[config.mk]
export PLATFORM = sky130hd
export DESIGN_NAME = perf_monitor_flat
export DESIGN_NICKNAME = d
export VERILOG_FILES = /design/src/rtl/perf_pkg.sv /design/src/rtl/perf_if.sv /design/src/rtl/perf_counter.sv /design/src/rtl/perf_monitor.sv /design/src/flat_wrapper.sv
export SDC_FILE = /design/constraint.sdc
export NUM_CORES = 1
export LEC_CHECK = 0
export ABC_AREA = 1
export CORE_MARGIN = 4
export CORE_UTILIZATION = 45
export CTS_BUF_LIST = sky130_fd_sc_hd__clkbuf_16
export DETAILED_ROUTE_END_ITERATION = 16
export PLACE_DENSITY = 0.74
export SLEW_MARGIN = 0
export SYNTH_ARGS = -nofsm -noshare
export SYNTH_HDL_FRONTEND = slang
export SYNTH_SLANG_ARGS = --single-unit
[constraint.sdc]
create_clock -name clk_i -period 2.3 [get_ports clk_i]
set_clock_uncertainty 0.1 [all_clocks]
set_input_delay 0.46 -clock clk_i [delete_from_list [all_inputs] [get_ports clk_i]]
set_output_delay 0.46 -clock clk_i [all_outputs]
set_load 0.01 [all_outputs]
[src/rtl/perf_pkg.sv]
// perf_pkg: shared definitions for the performance monitor.
//   state_e          window FSM encoding (IDLE=0, RUN=1, DONE=2)
//   DEF_NUM_EVENTS   default number of event counters
//   DEF_CNT_W        default counter width
//   SEL_W            width of the read-select bus
package perf_pkg;

  typedef enum logic [1:0] {
    IDLE = 2'd0,
    RUN  = 2'd1,
    DONE = 2'd2
  } state_e;

  localparam int DEF_NUM_EVENTS = 4;
  localparam int DEF_CNT_W      = 32;
  localparam int SEL_W          = 4;

endpackage

[src/rtl/perf_if.sv]
// perf_if: control, event and readback signals of the performance monitor.
//   clear_i    synchronous clear, back to IDLE
//   start_i    open a measurement window
//   stop_i     close the window early
//   limit_i    cycle limit sampled at start (0 = unlimited)
//   event_i    per-cycle event strobes
//   sel_i      read select (0 = cycle counter, k = event counter k-1)
//   rd_data_o  registered value of the selected counter
//   ovf_o      sticky saturation flags, bit 0 = cycle counter
//   running_o  high while the window is open
//   done_o     one-cycle pulse on entry to DONE
// master = the agent driving the monitor, slave = the monitor itself.
interface perf_if
  import perf_pkg::*;
#(
  parameter int NUM_EVENTS = DEF_NUM_EVENTS,
  parameter int CNT_W      = DEF_CNT_W
) ();

  logic                  clear_i;
  logic                  start_i;
  logic                  stop_i;
  logic [CNT_W-1:0]      limit_i;
  logic [NUM_EVENTS-1:0] event_i;
  logic [SEL_W-1:0]      sel_i;
  logic [CNT_W-1:0]      rd_data_o;
  logic [NUM_EVENTS:0]   ovf_o;
  logic                  running_o;
  logic                  done_o;

  modport master (
    output clear_i, start_i, stop_i, limit_i, event_i, sel_i,
    input  rd_data_o, ovf_o, running_o, done_o
  );

  modport slave (
    input  clear_i, start_i, stop_i, limit_i, event_i, sel_i,
    output rd_data_o, ovf_o, running_o, done_o
  );

endinterface

[src/rtl/perf_counter.sv]
// perf_counter: saturating up-counter with a sticky saturation flag.
//   clk   clock
//   rst   synchronous active-low reset
//   clr   synchronous clear of count and flag
//   inc   increment request for this cycle
//   cnt   current count
//   sat   set when an increment is attempted while already at all-ones
module perf_counter
  import perf_pkg::*;
#(
  parameter int CNT_W = DEF_CNT_W
) (
  input  logic             clk,
  input  logic             rst,
  input  logic             clr,
  input  logic             inc,
  output logic [CNT_W-1:0] cnt,
  output logic             sat
);

  // Returns {overflow, next_count}; holds at all-ones instead of wrapping.
  function automatic logic [CNT_W:0] sat_inc(input logic [CNT_W-1:0] value);
    if (&value) begin
      return {1'b1, value};
    end
    return {1'b0, value + CNT_W'(1)};
  endfunction

  logic [CNT_W:0] step;

  assign step = sat_inc(cnt);

  always_ff @(posedge clk) begin
    if (!rst) begin
      cnt <= '0;
      sat <= 1'b0;
    end else if (clr) begin
      cnt <= '0;
      sat <= 1'b0;
    end else if (inc) begin
      cnt <= step[CNT_W-1:0];
      sat <= sat | step[CNT_W];
    end
  end

endmodule

[src/rtl/perf_monitor.sv]
// perf_monitor: windowed cycle/event counter block.
//   clk_i  clock
//   rst_i  synchronous active-low reset
//   bus    perf_if slave port (control, events, readback, status)
// One cycle counter plus NUM_EVENTS event counters run while in RUN. A window
// ends on stop_i (that cycle not counted) or when the cycle counter reaches a
// non-zero limit (that cycle counted). Counters freeze in DONE.
module perf_monitor
  import perf_pkg::*;
#(
  parameter int NUM_EVENTS = DEF_NUM_EVENTS,
  parameter int CNT_W      = DEF_CNT_W
) (
  input  logic clk_i,
  input  logic rst_i,
  perf_if.slave bus
);

  state_e           state;
  state_e           state_n;
  logic [CNT_W-1:0] limit_q;
  logic             count_en;
  logic             clr_all;
  logic             load_lim;
  logic             done_n;
  logic             done_q;
  logic [CNT_W-1:0] rd_data_p0;
  logic [CNT_W-1:0] rd_data_p1;
  logic [CNT_W-1:0] cnt [NUM_EVENTS+1];
  logic [NUM_EVENTS:0] sat;

  // Priority: clear > stop > start (reset handled in the registers).
  always_comb begin
    state_n  = state;
    count_en = 1'b0;
    clr_all  = 1'b0;
    load_lim = 1'b0;
    done_n   = 1'b0;
    if (bus.clear_i) begin
      state_n = IDLE;
      clr_all = 1'b1;
    end else begin
      case (state)
        IDLE, DONE: begin
          if (bus.start_i) begin
            state_n  = RUN;
            clr_all  = 1'b1;
            load_lim = 1'b1;
          end
        end
        RUN: begin
          if (bus.stop_i) begin
            state_n = DONE;
            done_n  = 1'b1;
          end else begin
            count_en = 1'b1;
            // This increment makes the cycle counter equal to the limit.
            if ((limit_q != '0) && (cnt[0] == limit_q - CNT_W'(1))) begin
              state_n = DONE;
              done_n  = 1'b1;
            end
          end
        end
        default: state_n = IDLE;
      endcase
    end
  end

  always_ff @(posedge clk_i) begin
    if (!rst_i) begin
      state   <= IDLE;
      done_q  <= 1'b0;
      limit_q <= '0;
    end else begin
      state  <= state_n;
      done_q <= done_n;
      if (bus.clear_i) begin
        limit_q <= '0;
      end else if (load_lim) begin
        limit_q <= bus.limit_i;
      end
    end
  end

  // Counter 0 counts cycles, counter k counts event_i[k-1].
  for (genvar g = 0; g <= NUM_EVENTS; g++) begin : g_cnt
    logic inc;
    if (g == 0) begin : g_cyc
      assign inc = count_en;
    end else begin : g_evt
      assign inc = count_en & bus.event_i[g-1];
    end
    perf_counter #(.CNT_W(CNT_W)) u_cnt (
      .clk (clk_i),
      .rst (rst_i),
      .clr (clr_all),
      .inc (inc),
      .cnt (cnt[g]),
      .sat (sat[g])
    );
  end

  // Stage p0: read-select mux; out-of-range selects return zero.
  always_comb begin
    rd_data_p0 = '0;
    for (int i = 0; i <= NUM_EVENTS; i++) begin
      if (int'(bus.sel_i) == i) begin
        rd_data_p0 = cnt[i];
      end
    end
  end

  // Stage p1: registered readback.
  always_ff @(posedge clk_i) begin
    if (!rst_i) begin
      rd_data_p1 <= '0;
    end else begin
      rd_data_p1 <= rd_data_p0;
    end
  end

  assign bus.rd_data_o = rd_data_p1;
  assign bus.ovf_o     = sat;
  assign bus.running_o = (state == RUN);
  assign bus.done_o    = done_q;

endmodule

[src/flat_wrapper.sv]
// flat-port wrapper written by rule: the top's interface ports become plain ports
module perf_monitor_flat import perf_pkg::*;
#(
  parameter int NUM_EVENTS = DEF_NUM_EVENTS,
  parameter int CNT_W      = DEF_CNT_W
)
  (clk_i, rst_i, bus_clear_i, bus_start_i, bus_stop_i, bus_limit_i, bus_event_i, bus_sel_i, bus_rd_data_o, bus_ovf_o, bus_running_o, bus_done_o);
  perf_if #(.NUM_EVENTS(NUM_EVENTS), .CNT_W(CNT_W)) bus_i ();
  input  logic clk_i;
  input  logic rst_i;
  input wire logic [$bits(bus_i.clear_i)-1:0] bus_clear_i;
  input wire logic [$bits(bus_i.start_i)-1:0] bus_start_i;
  input wire logic [$bits(bus_i.stop_i)-1:0] bus_stop_i;
  input wire logic [$bits(bus_i.limit_i)-1:0] bus_limit_i;
  input wire logic [$bits(bus_i.event_i)-1:0] bus_event_i;
  input wire logic [$bits(bus_i.sel_i)-1:0] bus_sel_i;
  output wire logic [$bits(bus_i.rd_data_o)-1:0] bus_rd_data_o;
  output wire logic [$bits(bus_i.ovf_o)-1:0] bus_ovf_o;
  output wire logic [$bits(bus_i.running_o)-1:0] bus_running_o;
  output wire logic [$bits(bus_i.done_o)-1:0] bus_done_o;
  assign bus_i.clear_i = bus_clear_i;
  assign bus_i.start_i = bus_start_i;
  assign bus_i.stop_i = bus_stop_i;
  assign bus_i.limit_i = bus_limit_i;
  assign bus_i.event_i = bus_event_i;
  assign bus_i.sel_i = bus_sel_i;
  assign bus_rd_data_o = bus_i.rd_data_o;
  assign bus_ovf_o = bus_i.ovf_o;
  assign bus_running_o = bus_i.running_o;
  assign bus_done_o = bus_i.done_o;
  perf_monitor #(.NUM_EVENTS(NUM_EVENTS), .CNT_W(CNT_W)) u_core (.clk_i(clk_i), .rst_i(rst_i), .bus(bus_i));
endmodule
Yosys cells after proc, flatten, opt, wreduce, memory -nomap -nowiden --
Index checks and enable logic that the tools add are counted.
Word-level totals: flip-flop bits (word level) 232, latch bits 0, RAM bits 0, bits in read-only memories 0, input bits 45, output and inout port bits 39, memories 0
Cells by class: add/subtract/negate cells 6, multipliers 0, divide/modulo/power cells 0, magnitude comparators 0, eq/ne operators 14, shifts and indexed selects 0, muxes and demuxes 33, bitwise gates (word level) 11, reduce and logical (&&, ||, !) cells 19
Operator list (number):
- $mux W33 | 10
- $add A32 B1 Y32 const B | 5
- $mux W32 | 5
- $reduce_and A32 Y1 | 5
- $eq A32 B32 Y1 | 1
- $reduce_bool A32 Y1 | 1
- $sub A32 B1 Y32 const B | 1
- $mux W1 | 14
- $ne A2 B2 Y1 const B | 6
- $reduce_and A2 Y1 | 6
- $eq A4 B3 Y1 const B | 2
- $mux W2 | 3
- $reduce_or A2 Y1 | 3
- $or A1 B1 Y1 | 5
- $and A1 B1 Y1 | 4
- $eq A4 B2 Y1 const B | 1
- $eq A4 B4 Y1 const B | 1
- $logic_not A4 Y1 | 1
- $pmux W2 S2 | 1
- $ne A3 B2 Y1 const B | 1
- $reduce_or A3 Y1 | 1
- $eq A2 B1 Y1 const B | 1
- $eq A2 B2 Y1 const B | 1
- $logic_not A2 Y1 | 1
- 2 further kinds | 3

Longest topological paths before layout --
Gate-level depths: netlist of the first run.
depth after elaboration 6, gate-level depth with buffers 18

Modules after synthesis --
A second synthesis of the first run with hierarchy kept.
Unflattened totals: cell total of the unflattened synthesis 2372, area, all modules 14809.2 µm²
By module, submodules not included:
- perf_counter | instances 5, cells an instance 324, area each 2003.2 µm², sequential area each 660.6 µm²
- perf_monitor | instances 1, cells an instance 752, area each 4793.3 µm², sequential area each 1341.3 µm²

Worst setup path before layout of the first run --
OpenSTA, ideal clock, no wires.
path type register to register, start reg u_core.g_cnt[0].u_cnt.cnt[1], end reg u_core.g_cnt[0].u_cnt.cnt[28], data arrival time 1.711 ns, setup slack 0.361 ns, stages on the path, launching flop included 13, path buffers 0, path through dfxtp_1 ha_1 nand2_1 nor3_2 nand2_2 inv_2 nand2_2 nor3_4 nand3_2 nor2_2 nand2_1 xor2_1 nor2_1
Between the ends: longest elaborated chain between the ends 4
RTL lines:
- start, declared | RTL line perf_counter.sv:17 | output logic [CNT_W-1:0] cnt,
- start signal, assigned | RTL line perf_counter.sv:41 | cnt <= step[CNT_W-1:0];
- branches (longest 4 deep; another with $add A32 B1 Y32)
Parallel ways; which one is timed is not known. A chain may end at the register's enable or synchronous reset.

Final worst setup path of the first run --
start reg u_core.limit_q[1], end reg u_core.state[1]
Between the ends: longest elaborated chain between the ends 5
RTL lines:
- start, declared | RTL line perf_monitor.sv:21 | logic [CNT_W-1:0] limit_q;
- start signal, assigned | RTL line perf_monitor.sv:80 | limit_q <= bus.limit_i;
- $sub A32 B1 Y32 | RTL line perf_monitor.sv:58 | if ((limit_q != '0) && (cnt[0] == limit_q - CNT_W'(1))) begin
- $eq A32 B32 Y1 | RTL line perf_monitor.sv:58
- $logic_and A1 B1 Y1 * | RTL line perf_monitor.sv:58
- $ne A3 B2 Y1 (no source line) *
- $reduce_and A2 Y1 (no source line) *
- end signal, assigned | RTL line perf_monitor.sv:75 | state <= state_n;
- end, declared | RTL line perf_monitor.sv:19 | state_e state;
Mark *: on every way between the ends. The rest lies on a longest branch, timed or not.

==> results of run 1 <==
-- final timing paths --
kind | end | slack [ns] | depth (start not counted)
setup reg to reg | u_core.state[1]$_SDFFE_PP0P_ | 0.02 | 14
hold reg to reg | u_core.g_cnt[2].u_cnt.cnt[16]$_SDFFE_PP0P_ | 0.38 | 1
setup / recovery | u_core.state[1]$_SDFFE_PP0P_ | 0.02 | 14
hold / removal | u_core.g_cnt[2].u_cnt.cnt[16]$_SDFFE_PP0P_ | 0.38 | 1
-- power by group through the flow --
stage	Combinational (uW)	Clock, uW	Sequential [uW]
global placement	807	0	4170
detailed placement	821	0	4170
floorplan	527	0	4160
global route	983	4840	4080
CTS	827	4680	4080
finish	894	4650	4080
-- registers in the layout, indices dropped and copies added (netlist names) --
register and count:
u_core.g_cnt.u_cnt.cnt 160, u_core.bus.rd_data_o 32, u_core.limit_q 32, u_core.g_cnt.u_cnt.sat 5
u_core.state 2, u_core.bus.done_o 1
-- Yosys cell counts, drive strengths merged --
library cell / count / area, um^2
nand2: 439 / 1782
nor2: 323 / 1358
inv: 246 / 928.4
dfxtp: 232 / 4644
a21oi: 141 / 705.7
o21ai: 125 / 633.1
nor3: 108 / 665.6
nand3: 89 / 498.0
nand4: 57 / 362.8
clkbuf: 40 / 151.4
xor2: 39 / 341.6
a31oi: 24 / 150.1
buf: 19 / 121.4
o22ai: 17 / 106.4
xnor2: 17 / 148.9
nor4: 14 / 100.1
o21a: 13 / 97.59
a221oi: 12 / 105.1
nor3b: 12 / 111.4
ha: 7 / 87.58
nand3b: 6 / 45.04
a211oi: 4 / 30.03
a311oi: 4 / 35.03
clkinv: 4 / 20.02
o221ai: 4 / 35.03
or2: 4 / 25.02
o21bai: 3 / 22.52
and3: 2 / 12.51
xnor3: 2 / 45.04
a2111oi: 1 / 8.760
and2: 1 / 6.260
nor4b: 1 / 15.01
or3: 1 / 6.260
-- logic make-up (layout without fill, tap and decap cells) --
family	Yosys count	in the layout	share of synthesized area [%]
xor+xnor	58	58	3.995
flops	232	232	34.65
buf+inv	309	535	9.109
compound gates	348	348	14.39
fa+ha+maj	7	7	0.6533
simple gates	1057	1058	37.20
-- per-stage QoR --
step	std cells	setup WS (ns)	hold slack, ns	power, uW
finish	2622	0.01764	0.3832	9625
global placement	2565	-0.3237	0.3648	4973
floorplan	2011	0.3614	0.3380	4683
detailed placement	2565	-0.3399	0.3654	4986
global route	2622	-0.05748	0.3978	9903
CTS	2617	0.03730	0.3780	9586
-- worst reg2reg max path, cell delays in order, from the launching register on --
cell,delay (ns)
dfxtp_2,0.33
inv_2,0.10
ha_4,0.15
buf_4,0.10
nand2_1,0.10
o21ai_0,0.25
xor2_1,0.17
nand2_1,0.06
nor2_1,0.16
nand3_1,0.13
nor2_1,0.15
nand3_2,0.18
nand2_1,0.12
nand2_1,0.07
nand2_1,0.07
-- cell type report --
class	count	area, um^2	area share, %
multi-input cells	1471	7711	45.87
flip-flops and latches	232	4649	27.66
repair buffers	233	2061	12.26
inverters	250	948.4	5.642
clock buffers	29	725.7	4.317
well taps	384	480.5	2.858
clock inverters	23	235.2	1.399
-- routing by layer --
layer	global-route usage, %	vias up	wire, um	share of wire (%)
li1	-	7056	-	-
met1	38.12	6688	20220	44
met2	42.37	626	20370	44
met3	4.683	101	4190	9.0
met4	8.802	2	1588	3.4
met5	0	-	12	0.026
-- repair_timing --
action / in CTS / in global routing
gates resized for setup: 2 / 43
setup endpoints to repair: 3 / 14
pin swaps: 0 / 14
gates cloned: 0 / 1
setup buffers: 0 / 4
endpoints found under the hold margin: 0 / 0
==> flow_metrics.py, run 1 <==
metrics = {
    "status": {
        "run_status": "completed",
    },
    "place": {
        "numPortBuffers": 83,
        "placed_area_um2": 15650,
        "place.gp.congestion": 0.9836,
        "dp.final_hpwl_um": 36190,
    },
    "pwr": {
        "power_switching_uw": 2392,
        "power_density_nw_per_um2": 572.5,
        "power.share.clock_pct": 48.3,
        "p_sw_share_pct": 24.85,
        "internal-power_uw": 7233,
        "power.sequential.fraction_pct": 42.4,
        "combinationalPowerShare_pct": 9.3,
        "ir_worst_vdd_mv": 0.5835,
        "power.static_leakage_uw": 0.006110,
    },
    "final_layout": {
        "final_area_um2": 16810,
        "antennaDiodeCount": 0,
        "final_common_cell": "nand2_1",
        "final_layout_size_suffix_gt1_share_pct": 15.86,
        "layout.filler_cells": 2744,
        "layout.cells.most_common_list": "408 x nand2_1, 276 x nor2_1, 228 x dfxtp_1",
        "area.growth.synth_to_final_pct": 25.41,
        "nets": 2268,
        "finalCoreUtilization_pct": 57.94,
    },
    "floorplanning": {
        "fp.dieArea_um2": 32610,
        "std_cell_rows": 62,
        "floorplan.die.width_um": 180.6,
        "starting_density_of_the_core_pct": 46.20,
        "floorplan.io_pins": 84,
        "die_extent_in_y_um": 180.6,
        "core_um2": 29010,
    },
    "routing": {
        "detailroute.via_count": 14470,
        "first_pass_iters": 6,
        "drt-total-wl_um": 46380,
        "drt.antenna.violating_nets": 0,
        "wire_per_inst_um": 17.69,
        "detail_route.drc_violations": 0,
        "viasPerCell": 5.520,
        "detailedRoute.firstIterationViolations": 1370,
    },
    "timing": {
        "setup_tns_ns": 0,
        "final.period_utilization_pct": 99.23,
        "drv_slew": 0,
        "finalSetupViolations": 0,
        "max-slew-margin-rel_pct": 46.34,
        "max_clock_freq_mhz": 438.1,
        "hold_viol_final": 0,
        "rsz0062_at_grt": "true",
        "finalWorstPathRequiredPeriod_ns": 2.282,
        "max_slew.worst_pin.slew_ns": 0.7846,
    },
    "cts": {
        "clk_pin_slew_worst_paths_ns": 0.06,
        "cts_hold_buf": 0,
        "cts-buffers-inserted": 28,
        "htree_num_levels": 1,
        "clockRootBuffer": "clkbuf_16",
        "clock_sink_count": 232,
        "cts_max_path_buffers": 3,
        "cts_tree": "done",
        "clk-insertion-delay-late_ns": 0.56,
    },
    "setup_path": {
        "slowest_delay_ns": 0.33,
        "timing.critical_path.slowest_stage_cell": "dfxtp_2",
        "setup.worst_path.start_class": "register",
        "cp_max_fo": 3,
        "crit_chain": "inv_2 > ha_4 > buf_4 > nand2_1 > o21ai_0 > xor2_1 > nand2_1 > nor2_1 > nand3_1 > nor2_1 > nand3_2 > nand2_1 > nand2_1 > nand2_1",
        "crit_top_cell": "nand2_1",
        "worst-endpoint-required_ns": 2.69,
        "criticalPathCategory": "reg2reg",
        "critPathCaptureType": "register",
        "startpoint": "u_core.limit_q[1]$_SDFFE_PP0P_",
        "timing.rr.start": "u_core.limit_q[1]$_SDFFE_PP0P_",
        "arrival_worst_endpoint_ns": 2.67,
        "cp.buffers_inverters": 2,
        "cell_class_contributing_the_biggest_share_of_worst_path_delay": "simple AND/OR/NAND/NOR gates",
    },
    "synth": {
        "avgSynthCellArea_um2": 6.666,
        "ys_seq_elements": 232,
        "ys.warnings.count": 0,
        "synth_fp_nets": 2063,
        "ys_seq_area_share_pct": 34.65,
        "synthDistinctLibCells": 56,
        "mappedNetlistArea_um2": 13410,
        "gate_count_post_synth": 2011,
    },
    "worst_hold_path": {
        "hold_class": "reg2reg",
        "hold_path_startpoint": "u_core.g_cnt[2].u_cnt.cnt[16]$_SDFFE_PP0P_",
    },
    "grt": {
        "first_global_vias": 13500,
        "global_route_wire_length_before_repair_um": 72140,
        "grt_use_total_pct": 27.09,
        "antenna_found_initial": 1,
        "globalRouteOverflowTotal": 0,
        "grt_start_max_net_pins": 64,
    },
    "run": {
        "max_cap_viol_count": 0,
    },
}
No activity file was read; power rests on OpenSTA's default activity.
==> run 2, diff against run 1 <==
--- a/config.mk
+++ b/config.mk
@@ -10,6 +10,8 @@
 export CORE_UTILIZATION = 45
 export CTS_BUF_LIST = sky130_fd_sc_hd__clkbuf_16
 export DETAILED_ROUTE_END_ITERATION = 16
+export GPL_TIMING_DRIVEN = 0
+export MAX_ROUTING_LAYER = met4
 export PLACE_DENSITY = 0.74
 export SLEW_MARGIN = 0
 export SYNTH_ARGS = -nofsm -noshare
==> run 2 against run 1 <==
Compared with the run above: first-iteration DRC count grew 28%; via count rose by 0.82%; maximum frequency fell by 0.23%; power decreased by 1.2%; global-route usage rose by 1.0 points; largest cell class unchanged.
==> flow_metrics.py, run 2 (synthesis gave the netlist of run 1 again) <==
metrics = {
    "final_layout": {
        "final_layout_size_suffix_gt1_share_pct": 15.13,
        "layout.cells.most_common_list": "401 x nand2_1, 266 x nor2_1, 219 x inv_1",
        "finalCoreUtilization_pct": 56.37,
        "area.growth.synth_to_final_pct": 21.99,
        "layout.filler_cells": 2796,
        "final_common_cell": "nand2_1",
        "nets": 2206,
        "instances_no_fill": 2559,
        "antennaDiodeCount": 0,
        "largest_register_ff_count": 160,
        "top_register": "u_core.g_cnt.u_cnt.cnt",
    },
    "pwr": {
        "power.share.clock_pct": 47.4,
        "p_sw_share_pct": 25.62,
        "power.total_uw": 9512,
        "combinationalPowerShare_pct": 9.7,
        "power.sequential.fraction_pct": 42.9,
        "internal-power_uw": 7075,
        "power_density_nw_per_um2": 581.7,
        "power_switching_uw": 2437,
        "ir_worst_vdd_mv": 0.5521,
        "power.static_leakage_uw": 0.005761,
    },
    "floorplanning": {
        "core_um2": 29010,
        "std_cell_rows": 62,
        "die_extent_in_y_um": 180.6,
        "floorplan.io_pins": 84,
        "floorplan.die.width_um": 180.6,
        "fp.dieArea_um2": 32610,
        "starting_density_of_the_core_pct": 46.20,
    },
    "setup_path": {
        "criticalPathCategory": "reg2reg",
        "setup.worst_path.start_class": "register",
        "critPathCaptureType": "register",
        "cp_max_fo": 3,
        "worstRegToRegCells": 13,
        "worst-endpoint-required_ns": 2.70,
        "arrival_worst_endpoint_ns": 2.69,
    },
    "timing": {
        "hold_viol_final": 0,
        "finalSetupViolations": 0,
        "max-slew-margin-rel_pct": 60.84,
        "max_slew.worst_pin.slew_ns": 0.5874,
        "rsz0062_at_grt": "true",
        "final.period_utilization_pct": 99.46,
        "max_clock_freq_mhz": 437.1,
        "drv_slew": 0,
        "finalWorstPathRequiredPeriod_ns": 2.288,
        "fin_worst_hold_slack_ns": 0.3860,
    },
    "grt": {
        "grt.met3_usage_pct": 5.692,
        "grt_use_total_pct": 28.14,
        "first_global_vias": 12950,
        "global_route_wire_length_before_repair_um": 71650,
        "grt_util_met1_pct": 38.70,
        "grt_busiest_layer": "met2",
        "globalRouteOverflowTotal": 0,
        "met2_usage_pct": 41.33,
        "antenna_found_initial": 0,
        "grt_start_max_net_pins": 14,
    },
    "routing": {
        "detailedRoute.firstIterationViolations": 1750,
        "drt.antenna.violating_nets": 0,
        "first_pass_iters": 7,
        "detail_route.drc_violations": 0,
        "wire_per_inst_um": 18.69,
        "viasPerCell": 5.702,
        "detailroute.via_count": 14590,
        "drt-total-wl_um": 47820,
    },
    "cts": {
        "cts_max_path_buffers": 3,
        "clk-insertion-delay-late_ns": 0.56,
        "clockRootBuffer": "clkbuf_16",
        "cts-buffers-inserted": 27,
        "clock_sink_count": 232,
        "cts_hold_buf": 0,
        "clk_pin_slew_worst_paths_ns": 0.06,
        "htree_num_levels": 1,
        "cts_tree": "done",
    },
    "worst_hold_path": {
        "hold_class": "reg2reg",
        "hold_path_depth": 2,
    },
    "status": {
        "run_status": "completed",
    },
    "place": {
        "place.gp.congestion": 1.013,
        "dp.final_hpwl_um": 36680,
        "placed_cells_incl_taps": 2478,
        "numPortBuffers": 83,
    },
    "run": {
        "max_cap_viol_count": 0,
    },
}
run 2: cell types whose count changed in the layout (fill, tap and decap cells not counted), sizes merged:
| cell | previous run | this run |
|---|---|---|
| buf | 150 | 52 |
| clkinvlp | 2 | 4 |
| clkbuf | 29 | 64 |
| inv | 251 | 249 |
run 2: area by class of cell:
cell class	count	area [um^2]	share of cell area (%)
inverter	250	962.2	5.884
buffer	58	302.8	1.852
sequential	232	4682	28.63
clock buffer	27	675.6	4.132
tap	384	480.5	2.938
multi-input combinational	1471	7914	48.39
timing repair buffer	114	1092	6.679
clock inverter	23	244.0	1.492
run 2: final timing paths:
check	endpoint	slack (ns)	from
max	u_core.state[1]$_SDFFE_PP0P_	0.01	u_core.limit_q[1]$_SDFFE_PP0P_
min	u_core.bus.rd_data_o[11]$_SDFF_PN0_	0.39	u_core.g_cnt[4].u_cnt.cnt[11]$_SDFFE_PP0P_
max reg2reg	u_core.state[1]$_SDFFE_PP0P_	0.01	u_core.limit_q[1]$_SDFFE_PP0P_
min reg2reg	u_core.bus.rd_data_o[11]$_SDFF_PN0_	0.39	u_core.g_cnt[4].u_cnt.cnt[11]$_SDFFE_PP0P_
run 2: power by group through the flow:
stage               combinational (uW)  sequential [uW]  clock (uW)
global route                      1010             4080        4720
finish                             923             4080        4510
CTS                                808             4080        4540
floorplan                          527             4160           0
detailed placement                 785             4170           0
global placement                   773             4170           0
run 2: per-layer routing:
metal / vias to the layer above / wire length (um)
met5: - / 0
met1: 6780 / 20090
met4: 0 / 1819
met3: 120 / 5346
li1: 6925 / -
met2: 766 / 20570
run 2: metrics by stage:
step	area [um^2]	TNS (ns)	setup slack (ns)
after floorplan	13410	0	0.3614
after global placement	14720	-118.43	-0.9209
after detailed placement	14720	-128.14	-0.9391
after CTS	15720	0	0.004791
after global routing	16350	-0.7220	-0.1132
final	16350	0	0.01240
run 2: worst max-delay path: stages, from the launching register on:
cell,delay (ns)
dfxtp_2,0.34
inv_4,0.08
ha_4,0.18
nand2_1,0.11
o21ai_0,0.34
xor2_1,0.23
nand2_1,0.08
nor2_1,0.17
nand3_1,0.12
nor2_2,0.16
nand3_4,0.12
nand2_2,0.09
nand2_2,0.06
nand2_1,0.06
run 2: what timing repair did:
item	4_1_cts	5_1_grt
endpoints found under the hold margin	0	0
buffers inserted	2	29
cloned	0	1
pin swaps	3	35
setup endpoints to repair	154	180
resized for setup	28	126
==> run 3, diff against run 2 <==
--- a/config.mk
+++ b/config.mk
@@ -6,6 +6,7 @@
 export NUM_CORES = 1
 export LEC_CHECK = 0
 export ABC_AREA = 1
+export CORE_ASPECT_RATIO = 0.7
 export CORE_MARGIN = 4
 export CORE_UTILIZATION = 45
 export CTS_BUF_LIST = sky130_fd_sc_hd__clkbuf_16
==> run 3 against run 2 <==
Compared with the run above: cell count fell by 0.86%; sequential cell count unchanged; count of clock-buffer cells in the layout is 3 lower; setup slack improved by 0.0014 ns; design area is 1.6% lower; largest cell class unchanged; sequential power is essentially flat; largest power group is now registers; core utilization decreased by 1.1 points; global-route usage grew 1.2 points.
==> flow_metrics.py, run 3 (synthesis gave the netlist of run 1 again) <==
metrics = {
    "grt": {
        "grt_use_total_pct": 29.35,
        "global_route_wire_length_before_repair_um": 73820,
        "grt_start_max_net_pins": 16,
        "antenna_found_initial": 0,
        "globalRouteOverflowTotal": 0,
        "first_global_vias": 12690,
    },
    "timing": {
        "max-slew-margin-rel_pct": 52.86,
        "setup_tns_ns": 0,
        "finalSetupViolations": 0,
        "final.period_utilization_pct": 99.40,
        "drv_slew": 0,
        "max_clock_freq_mhz": 437.4,
        "rsz0062_at_grt": "true",
        "fin_worst_hold_slack_ns": 0.3811,
        "hold_viol_final": 0,
        "finalWorstPathRequiredPeriod_ns": 2.286,
        "max_slew.worst_pin.slew_ns": 0.6892,
    },
    "status": {
        "run_status": "completed",
    },
    "floorplanning": {
        "floorplan.io_pins": 84,
        "core_um2": 29150,
        "starting_density_of_the_core_pct": 45.99,
        "fp.dieArea_um2": 32660,
        "floorplan.die.width_um": 214.3,
        "std_cell_rows": 52,
        "die_extent_in_y_um": 152.4,
    },
    "cts": {
        "cts_hold_buf": 0,
        "htree_num_levels": 1,
        "cts_max_path_buffers": 3,
        "cts-buffers-inserted": 24,
        "cts_tree": "done",
        "clockRootBuffer": "clkbuf_16",
        "clk_pin_slew_worst_paths_ns": 0.07,
        "clk-insertion-delay-late_ns": 0.56,
        "clock_sink_count": 232,
    },
    "final_layout": {
        "layout.cells.most_common_list": "400 x nand2_1, 265 x nor2_1, 216 x inv_1",
        "final_common_cell": "nand2_1",
        "final_area_um2": 16100,
        "final_layout_size_suffix_gt1_share_pct": 14.64,
        "area.growth.synth_to_final_pct": 20.07,
        "top_register": "u_core.g_cnt.u_cnt.cnt",
        "largest_register_ff_count": 160,
        "antennaDiodeCount": 0,
        "finalCoreUtilization_pct": 55.22,
        "nets": 2193,
    },
    "setup_path": {
        "worstRegToRegCells": 15,
        "setup.worst_path.start_class": "input pin",
        "critPathCaptureType": "register",
        "arrival_worst_endpoint_ns": 2.60,
        "criticalPathCategory": "in2reg",
        "cp_max_fo": 10,
        "worst-endpoint-required_ns": 2.61,
    },
    "routing": {
        "detail_route.drc_violations": 0,
        "drt.antenna.violating_nets": 0,
        "detailroute.via_count": 14500,
        "wire_per_inst_um": 19.69,
        "met2RoutedLength_um": 18660,
        "first_pass_iters": 6,
        "top_layer_used": "met4",
        "drt-total-wl_um": 49970,
        "viasPerCell": 5.715,
        "met3RoutedLength_um": 6844,
        "detailedRoute.firstIterationViolations": 1917,
        "m1WireLength_um": 23430,
    },
    "pwr": {
        "power_density_nw_per_um2": 559.4,
        "ir_worst_vdd_mv": 0.5618,
        "power.total_uw": 9003,
        "power.static_leakage_uw": 0.005593,
    },
    "place": {
        "place.gp.congestion": 1.029,
        "numPortBuffers": 83,
        "dp.final_hpwl_um": 38910,
        "placed_area_um2": 14710,
    },
    "worst_hold_path": {
        "hold_path_depth": 3,
        "hold_class": "in2reg",
    },
    "run": {
        "max_cap_viol_count": 0,
    },
}
[run 3: path summary, 6_finish.rpt]
kind / startpoint / end / slack (ns)
setup / recovery: bus_sel_i[1] / u_core.bus.rd_data_o[9]$_SDFF_PN0_ / 0.01
hold / removal: bus_limit_i[5] / u_core.limit_q[5]$_SDFFE_PP0P_ / 0.38
setup reg to reg: u_core.limit_q[9]$_SDFFE_PP0P_ / u_core.state[1]$_SDFFE_PP0P_ / 0.06
hold reg to reg: u_core.g_cnt[1].u_cnt.cnt[0]$_SDFFE_PP0P_ / u_core.g_cnt[1].u_cnt.cnt[0]$_SDFFE_PP0P_ / 0.39
[run 3: cell type report]
class                      instances  area, um^2
tap                              378       473.0
sequential                       232        4691
timing repair buffer             104       988.4
buffer                            57       300.3
fill                            2852       13050
clock inverter                    20       168.9
inverter                         250       959.7
clock buffer                      24       600.6
multi-input combinational       1472        7914
[run 3: through the flow]
stage	setup slack [ns]	instances
6_report	0.01379	2537
5_1_grt	-0.03152	2537
4_1_cts	0.001729	2519
3_5_place_dp	-1.067	2472
3_3_place_gp	-1.030	2472
2_1_floorplan	0.3614	2011
[run 3: power breakdown]
part	leakage [uW]	total (uW)	internal, uW	switching [uW]
sequential	0.00189	4080	4040	40.4
combinational	0.00333	983	337	646
clock	0.000371	3940	2140	1800
[run 3: layer usage]
layer / GRT usage, % / vias to the layer above
met3: 8.850 / 81
met1: 45.47 / 6696
li1: - / 6912
met2: 36.52 / 810
met5: - / -
met4: 6.109 / 0
[run 3: critical path, cell delays in order]
cell and delay (ns):
clkdlybuf4s50_1 0.59, nor2_1 0.10, nand2_1 0.25, clkbuf_1 0.45, o22ai_1 0.22, nor3_1 0.36, a21oi_1 0.17
[run 3: what timing repair did]
item                                    CTS  global route
gates cloned                              0             2
resized for setup                        30           134
setup buffers                             3            18
pin swaps                                 4            35
endpoints found under the setup margin  156           140
endpoints found under the hold margin     0             0
